==> src/rtl/plru_tree_controller_pkg.sv <==
// Shared defaults, derived widths and FSM states
// for the tree-PLRU replacement controller.
package plru_tree_controller_pkg;

    localparam int WAYS_DEF      = 4;
    localparam int SETS_DEF      = 64;
    localparam int ADDR_W_DEF    = 32;
    localparam int BLK_OFF_W_DEF = 5;

    localparam int INDEX_W = $clog2(SETS_DEF);
    localparam int WAY_W   = $clog2(WAYS_DEF);
    localparam int TREE_W  = WAYS_DEF - 1;

    typedef enum logic {
        ST_IDLE  = 1'b0,
        ST_FLUSH = 1'b1
    } state_e;

endpackage

==> src/rtl/plru_tree_controller_logic.sv <==
// Combinational tree-PLRU kernel: promote a way in a tree,
// and pick a victim from a tree plus an invalid-way mask.
module plru_tree_logic
    import plru_tree_controller_pkg::*;
#(
    parameter int WAYS = WAYS_DEF
) (
    input  logic [WAYS-2:0]          tree_in,
    input  logic [$clog2(WAYS)-1:0]  acc_way,
    input  logic [WAYS-1:0]          inv_mask,
    output logic [WAYS-2:0]          tree_nxt,
    output logic [$clog2(WAYS)-1:0]  victim
);

    localparam int LW = $clog2(WAYS);
    localparam int NW = LW + 1;

    // node indices need one spare bit: the walk steps past the last node
    logic [NW-1:0] upd_node;
    logic [NW-1:0] vic_node;

    always_comb begin
        tree_nxt = tree_in;
        upd_node = '0;
        for (int l = LW - 1; l >= 0; l--) begin
            tree_nxt[upd_node[LW-1:0]] = ~acc_way[l];
            upd_node = (upd_node << 1) + NW'(1) + NW'(acc_way[l]);
        end
    end

    always_comb begin
        victim   = '0;
        vic_node = '0;
        if (|inv_mask) begin
            for (int w = WAYS - 1; w >= 0; w--) begin
                if (inv_mask[w]) begin
                    victim = LW'(w);
                end
            end
        end else begin
            for (int l = LW - 1; l >= 0; l--) begin
                victim[l] = tree_in[vic_node[LW-1:0]];
                vic_node  = (vic_node << 1) + NW'(1)
                          + NW'(tree_in[vic_node[LW-1:0]]);
            end
        end
    end

endmodule

==> src/rtl/plru_tree_controller.sv <==
// Per-set tree-PLRU state with 1-cycle victim lookup,
// access updates with same-set bypass, and a flush sweep.
module plru_tree_controller
    import plru_tree_controller_pkg::*;
#(
    parameter int WAYS      = WAYS_DEF,
    parameter int SETS      = SETS_DEF,
    parameter int ADDR_W    = ADDR_W_DEF,
    parameter int BLK_OFF_W = BLK_OFF_W_DEF
) (
    input  logic                      clk,
    input  logic                      rst_n,
    input  logic                      lk_valid,
    input  logic [ADDR_W-1:0]         lk_addr,
    input  logic [WAYS-1:0]           lk_inv_mask,
    output logic                      victim_valid,
    output logic [$clog2(WAYS)-1:0]   victim_way,
    input  logic                      acc_valid,
    input  logic [ADDR_W-1:0]         acc_addr,
    input  logic [$clog2(WAYS)-1:0]   acc_way,
    input  logic                      flush_req,
    output logic                      busy
);

    localparam int SET_IW = $clog2(SETS);
    localparam int WAY_IW = $clog2(WAYS);
    localparam int NODE_W = WAYS - 1;

    logic [NODE_W-1:0] tree_q [SETS];
    logic [NODE_W-1:0] tree_d [SETS];

    state_e            state_q, state_d;
    logic [SET_IW-1:0] flush_cnt_q, flush_cnt_d;
    logic              victim_valid_q, victim_valid_d;
    logic [WAY_IW-1:0] victim_way_q, victim_way_d;

    logic [SET_IW-1:0] acc_idx;
    logic [SET_IW-1:0] lk_idx;
    logic              idle;
    logic              acc_en;
    logic              lk_en;
    logic [NODE_W-1:0] upd_tree;
    logic [NODE_W-1:0] lk_tree;
    logic [WAY_IW-1:0] lk_victim;

    logic [WAY_IW-1:0] unused_upd_victim;
    logic [NODE_W-1:0] unused_lk_tree;
    logic              unused_addr;

    assign acc_idx = acc_addr[BLK_OFF_W +: SET_IW];
    assign lk_idx  = lk_addr[BLK_OFF_W +: SET_IW];
    assign unused_addr = ^{acc_addr, lk_addr};

    assign idle   = (state_q == ST_IDLE);
    assign acc_en = acc_valid && idle && !flush_req;
    assign lk_en  = lk_valid && idle;

    plru_tree_logic #(
        .WAYS (WAYS)
    ) u_upd (
        .tree_in  (tree_q[acc_idx]),
        .acc_way  (acc_way),
        .inv_mask ('0),
        .tree_nxt (upd_tree),
        .victim   (unused_upd_victim)
    );

    // same-set access in the lookup cycle: walk the post-update tree
    assign lk_tree = (acc_en && (acc_idx == lk_idx))
                   ? upd_tree : tree_q[lk_idx];

    plru_tree_logic #(
        .WAYS (WAYS)
    ) u_lk (
        .tree_in  (lk_tree),
        .acc_way  ('0),
        .inv_mask (lk_inv_mask),
        .tree_nxt (unused_lk_tree),
        .victim   (lk_victim)
    );

    always_comb begin
        state_d        = state_q;
        flush_cnt_d    = flush_cnt_q;
        tree_d         = tree_q;
        victim_valid_d = lk_en;
        victim_way_d   = lk_en ? lk_victim : victim_way_q;
        unique case (state_q)
            ST_IDLE: begin
                if (flush_req) begin
                    state_d     = ST_FLUSH;
                    flush_cnt_d = '0;
                end else if (acc_valid) begin
                    tree_d[acc_idx] = upd_tree;
                end
            end
            ST_FLUSH: begin
                tree_d[flush_cnt_q] = '0;
                if (flush_cnt_q == SET_IW'(SETS - 1)) begin
                    state_d     = ST_IDLE;
                    flush_cnt_d = '0;
                end else begin
                    flush_cnt_d = flush_cnt_q + SET_IW'(1);
                end
            end
        endcase
    end

    always_ff @(posedge clk or negedge rst_n) begin
        if (!rst_n) begin
            state_q        <= ST_IDLE;
            flush_cnt_q    <= '0;
            victim_valid_q <= 1'b0;
            victim_way_q   <= '0;
            for (int s = 0; s < SETS; s++) begin
                tree_q[s] <= '0;
            end
        end else begin
            state_q        <= state_d;
            flush_cnt_q    <= flush_cnt_d;
            victim_valid_q <= victim_valid_d;
            victim_way_q   <= victim_way_d;
            tree_q         <= tree_d;
        end
    end

    assign victim_valid = victim_valid_q;
    assign victim_way   = victim_way_q;
    assign busy         = (state_q == ST_FLUSH);

endmodule

==> config.mk <==
export PLATFORM = sky130hd
export DESIGN_NAME = plru_tree_controller
export DESIGN_NICKNAME = d
export VERILOG_FILES = /design/src/rtl/plru_tree_controller_pkg.sv /design/src/rtl/plru_tree_controller_logic.sv /design/src/rtl/plru_tree_controller.sv
export SDC_FILE = /design/constraint.sdc
export NUM_CORES = 1
export LEC_CHECK = 0
export CAP_MARGIN = 20
export CORE_AREA = 2 2 180 182
export CTS_CLUSTER_DIAMETER = 60
export DETAILED_ROUTE_END_ITERATION = 8
export DIE_AREA = 0 0 182 184
export SLEW_MARGIN = 20
export SYNTH_ARGS = -nofsm -noshare
export SYNTH_HDL_FRONTEND = slang
export SYNTH_SLANG_ARGS = --single-unit
==> constraint.sdc <==
create_clock -name clk -period 2.05 [get_ports clk]
set_input_delay 0.3075 -clock clk [delete_from_list [all_inputs] [get_ports clk]]
set_output_delay 0.3075 -clock clk [all_outputs]
set_load 0.1 [all_outputs]
* Word level (Yosys, flattened, before mapping) *
Cells that the tools add are included.

operators by class
  add/subtract/negate cells = 3
  multiply operators = 0
  div/mod/pow operators = 0
  $lt $le $gt $ge = 8
  equal/unequal tests = 5
  shift operators = 0
  mux-type cells = 31
  bitwise operators = 8
  reduce and logical (&&, ||, !) cells = 10

operators by type and width
  kind                                                number
  2-to-1 mux 192 bit                                  2
  case mux 192 bit (2 select lines)                   1
  bitwise AND 192 bit                                 1
  bitwise mux 192 bit                                 1
  NOT 192 bit                                         1
  binary-select mux 3 bit (select 6 bit)              2
  demux 3 bit (select 6 bit)                          2
  >= comparator 7 bit, second input constant          3
  2-to-1 mux 3 bit                                    7
  NOT 6 -> 7 bit                                      3
  < comparator 7 x 1 -> 1 bit, second input constant  2
  2-to-1 mux 6 bit                                    2
  case mux 6 bit (2 select lines)                     1
  2-to-1 mux 2 bit                                    5
  logical AND 1 bit                                   7
  adder 6 x 1 -> 6 bit, second input constant         1
  equality test 6 bit                                 1
  equality test 6 bit, second input constant          1
  < comparator 2 x 3 -> 1 bit, second input constant  2
  != test 2 bit, second input constant                3
  adder 1 x 1 -> 2 bit, first input constant          2
  2-to-1 mux 1 bit                                    4
  OR reduction 4 bit                                  1
  bitwise mux 3 bit                                   1
  7 further kinds                                     9

word-level totals
  bits in registers = 202
  bits in latches = 0
  bits in writable memories = 0
  memory bits (read-only) = 0
  input port bits = 75
  word-level logic and storage cells = 133
  memories = 0

* Logic depth before layout (Yosys ltp) *
  word-level depth = 11
  mapped depth = 13
  gate-level depth less buffers = 8

* Modules after synthesis *
A second synthesis with hierarchy kept.

unflattened totals
  cells, all modules = 1236
  area, all modules = 11947.7 µm²

modules (own cells, without submodules)
  module                instances  cells an instance  area an instance (µm²)  seq. area each (µm²)
  plru_tree_controller  1          1214               11815.1                 5054.8
  plru_tree_logic       2          11                 66.3                    0.0

* Worst setup path before layout *
OpenSTA, ideal clock, no wires.

  path kind = register to register
  start point = reg state_q, in the netlist busy
  end point = reg tree_q[135] (netlist bit)
  data arrival time = 2442 ps
  required time = 1928 ps
  setup slack = -514 ps
  cell stages (with the launch flop) = 7
  buffers on the path = 2
  cells stage by stage = dfrtp_1 > clkbuf_1 > clkbuf_1 > nand2_1 > nor3_1 > nand2_1 > a32o_1

between the ends
  longest elaborated chain between the ends = 3

RTL lines
  item                                  line                         source
  from (decl)                           plru_tree_controller.sv:32   state_e state_q, state_d;
  from (signal assigned)                plru_tree_controller.sv:119  state_q <= state_d;
  NOT 1 bit                             n/a
  != test 2 bit (no source line)        n/a
  AND reduction 2 bit (no source line)  n/a
  to (signal assigned)                  plru_tree_controller.sv:123  tree_q <= tree_d;
  to (decl)                             plru_tree_controller.sv:29   logic [NODE_W-1:0] tree_q [SETS];

Several ways; a longest one is shown, not always the timed one.
A chain may end at the register's enable or synchronous reset.

* Final worst setup path *
  start point = reg tree_q[136] (netlist bit)
  end point = reg tree_q[148] (netlist bit)

between the ends
  longest elaborated chain between the ends = 8

RTL lines
  item                                                 line                              source
  binary-select mux 3 bit (select 6 bit)               plru_tree_controller.sv:61        .tree_in (tree_q[acc_idx]),
  2-to-1 mux 3 bit (not written as such) (2 in a row)  plru_tree_controller.sv:61
  bitwise mux 3 bit                                    plru_tree_controller_logic.sv:26  tree_nxt[upd_node[LW-1:0]] = ~acc_way[l];
  bitwise mux 192 bit                                  plru_tree_controller.sv:94        tree_d[acc_idx] = upd_tree;
  2-to-1 mux 192 bit                                   plru_tree_controller.sv:93        end else if (acc_valid) begin
  2-to-1 mux 192 bit                                   plru_tree_controller.sv:90        if (flush_req) begin
  case mux 192 bit (2 select lines)                    plru_tree_controller.sv:88        unique case (state_q)

No other way between the ends. The select of a mux whose other input is x is not followed.

==> impl_summary.txt <==
----------------------------------------------------
[Status]
  Run status ... complete, but fails checks
  Violations in the final reports ... setup timing

[Critical path]
  Start of the worst register-to-register path ... tree_q[136]
  Type of element capturing the critical path ... flop
  Worst setup path endpoint ... tree_q[148]
  Crit path launch ... tree_q[136]
  Capture instance of the worst register-to-register path ... tree_q[148]
  Reg2reg setup slack ... -0.57 ns
  Peak fanout along the critical path ... 11
  Critical path launch point type ... flop
  Arr. time, crit path ... 3.02 ns
  Type of the worst setup path ... flop to flop
  Depth of the worst register-to-register path ... 11
  WP data required ... 2.44 ns

[Floorplan]
  Height of the die ... 184 µm
  Initial cell density of the core ... 36.6%
  Top-Level Pins ... 79
  Std-Cell Core Area ... 31400 µm²
  DIE WIDTH ... 182 µm
  Total die area ... 33500 µm²
  Placement row count ... between 60 and 70

[GRT]
  GRT Util Overall ... approximately 28%
  Initial antenna violation count ... 1
  Maximum number of pins on one net before global-route repair ... 51
  Via count of the first global-routing pass ... 11617
  Grt total ovfl ... 0
  First-pass GRT wire length ... 71500 µm

[Place]
  Worst Setup Slack post-DPL ... -0.994 ns
  Final weighted congestion of routability-driven global placement ... around 0.97
  Post-detailed-placement cell area ... 14600 µm²
  Placed wire-length estimate after detailed placement ... approximately 33000 µm
  Buffers added on ports ... 26

[Clock tree]
  Buffer type at the clock tree root ... clkbuf_16
  Cts bufs inserted ... 27
  Later-pin clock latency in the skew report ... 0.55 ns
  Clock tree from TritonCTS ... done
  Clock transition at path regs ... 0.06 ns
  Sink Count ... 202
  Deepest level of the CTS H-tree ... 1
  Buffer levels on the longest clock path ... 3

[Yosys]
  Most used standard cell by instance count after synthesis ... dfrtp_1
  Post-Synthesis Net Count ... 1217
  #FFs+latches synth ... 202
  Leading cell types by total area after synthesis ... dfrtp_1, mux4_2, nand2_1, nand3_1, mux2i_1
  Unique cell type count in the Yosys netlist ... 69
  Dominant register cell in the synthesized netlist ... dfrtp_1
  Mapped Area ... 11500 µm²
  Area share of the largest cell type after synthesis ... between 40% and 50%
  Most frequent cells after synthesis ... dfrtp_1, nand2_1, nand3_1
  Number of synthesized flops with an enable pin ... 0
  Cell taking the most area after synthesis ... dfrtp_1
  Syn Inst Count ... 1141
  Proportion of synthesized chip area in sequential cells ... 44.0%
  Average cell area after synthesis ... 10.1 µm²
  Async set-reset flop share out of synthesis ... between 90% and 100%
  Synth warnings ... 0

[Drt]
  Residual antenna-violating net count after detailed routing ... 0
  Routed length per placed instance ... 25.1 µm
  Total via count in the routed design ... about 12000
  Number of vias per cell after detailed routing ... 6.18
  Drt pass-1 iters ... 5
  Starting DRT DRC Count ... 1303
  # DRC ... 0
  Wirelength, routed ... around 48000 µm

[Hold path]
  HP Class ... input port to asynchronous set/reset pin

[Timing]
  Setup TNS ... -55.05 ns
  Fin worst setup slack ... -0.573 ns
  Final period utilization ... 128%
  Count of endpoints failing setup in the final report ... between 100 and 150
  Min Tclk post-route ... between 2 and 3 ns
  Final Max Slew Viols ... 0
  Transition time at the pin with the least slew margin ... 0.601 ns
  Clk_skew ... around 0.016 ns
  Final Hold Fails ... 0
  Max Clock Freq ... 381 MHz
  RSZ-0062 raised after global routing ... yes
  Max-slew headroom at the worst pin ... 59.6%

[Pwr]
  Power density over the cells ... about 710 nW/µm²
  Highest ir drop seen on vdd ... 0.000576 V
  Post-layout power ... approximately 12000 µW
  Leakage power figure ... between 0.007 and 0.008 µW

[Finish]
  Final std cell area, no fill ... about 16000 µm²
  Syn-to-layout area delta ... 43.6%
  Layout filler cell count ... 2748
  Number of inserted diodes ... 0
  Proportion of layout cells with a drive suffix above 1 ... 41.5%
  NumNets Final ... 1561

[Flow run]
  Max Cap Violations ... 0

----------------------------------------------------
how the worst min path moves through the flow:
stage / cells past startpoint / to
4_1_cts: 2 / tree_q[163]
3_3_place_gp: 1 / tree_q[164]
2_1_floorplan: 0 / flush_cnt_q[0]
5_1_grt: 2 / tree_q[163]
6_report: 2 / tree_q[163]
3_5_place_dp: 1 / tree_q[164]
through the flow:
stage          hold slack, ns  std cells  utilization (%)
3_3_place_gp            0.297       1826             46.4
5_1_grt                 0.310       1907             52.5
2_1_floorplan          0.0119       1141                -
3_5_place_dp            0.297       1826             46.4
6_report                0.286       1907             52.5
4_1_cts                 0.290       1896             51.7
cells by family after synthesis:
kind of cell | Yosys count | synth area share (%)
AND/OR/NAND/NOR | 398 | 16.0
multiplexers | 107 | 14.0
adder cells (fa/ha/maj) | 1 | 0.109
XOR/XNOR | 8 | 0.611
buffers and inverters | 98 | 4.94
flip-flops | 202 | 44.0
AO/OA/AOI/OAI | 327 | 20.2
layout by cell type (no fill, tap or decap), types with 5 or more instances in the layout:
cell type / count
a21oi_1: 18
a221o_1: 5
a221oi_1: 11
a221oi_2: 5
a22o_1: 9
a22oi_1: 9
a31oi_1: 6
a32o_1: 41
a32oi_1: 8
and3_1: 5
buf_12: 24
buf_16: 8
buf_4: 328
buf_6: 5
clkbuf_1: 8
clkbuf_16: 31
clkdlybuf4s50_1: 15
dfrtp_1: 201
inv_1: 17
mux2i_1: 54
mux4_2: 42
nand2_1: 177
nand2b_1: 10
nand3_1: 117
nor2_1: 26
nor2b_1: 9
nor3_1: 11
nor3_2: 8
o21a_1: 7
o21ai_0: 37
o21ai_1: 18
o21ai_2: 104
o22ai_1: 8
xnor2_1: 6
worst max-delay path, cell delays in order, from the launching register on:
cell	delay [ns]
dfrtp_1	0.42
mux4_2	0.48
mux2i_2	0.20
nor3b_1	0.09
a31oi_1	0.15
o21ai_1	0.09
nor4_2	0.32
buf_4	0.19
a21o_4	0.14
buf_12	0.14
buf_12	0.15
o22ai_1	0.08
final cells by class:
| type | count | area [µm²] | share of cell area, % |
|---|---|---|---|
| Multi-Input combinational cell | 841 | 6390 | 38.8 |
| Inverter | 18 | 72.6 | 0.440 |
| Clock buffer | 38 | 747 | 4.53 |
| Sequential cell | 202 | 5060 | 30.7 |
| Tap cell | 402 | 503 | 3.05 |
| Clock inverter | 11 | 126 | 0.767 |
| Timing Repair Buffer | 395 | 3590 | 21.8 |
where the power goes:
part / switching [µW] / internal, µW
Clock: 1890 / 2800
Combinational: 1670 / 1100
Sequential: 165 / 4120
Total: 3720 / 8020
flip-flops by register name, indices dropped and copies added, names as in the netlist:
register      cells
busy              1
victim_way        2
victim_valid      1
tree_q          192
flush_cnt_q       6
per-layer routing:
layer  vias up  GRT usage (%)  share of wire (%)
met5         -              0              0.027
met4         2           16.8                7.1
met3       202           5.74                8.8
met2       661           44.2                 44
met1      5871           36.6                 40
li1       5040              -                  -
timing repair:
item	CTS	global route
setup endpoints to repair	130	136
hold buffers	1	0
pin swaps	14	11
resized for setup	111	27
gates cloned	9	4
setup buffers	15	10
hold endpoints to repair	40	0
No activity file was read; power rests on OpenSTA's default activity.
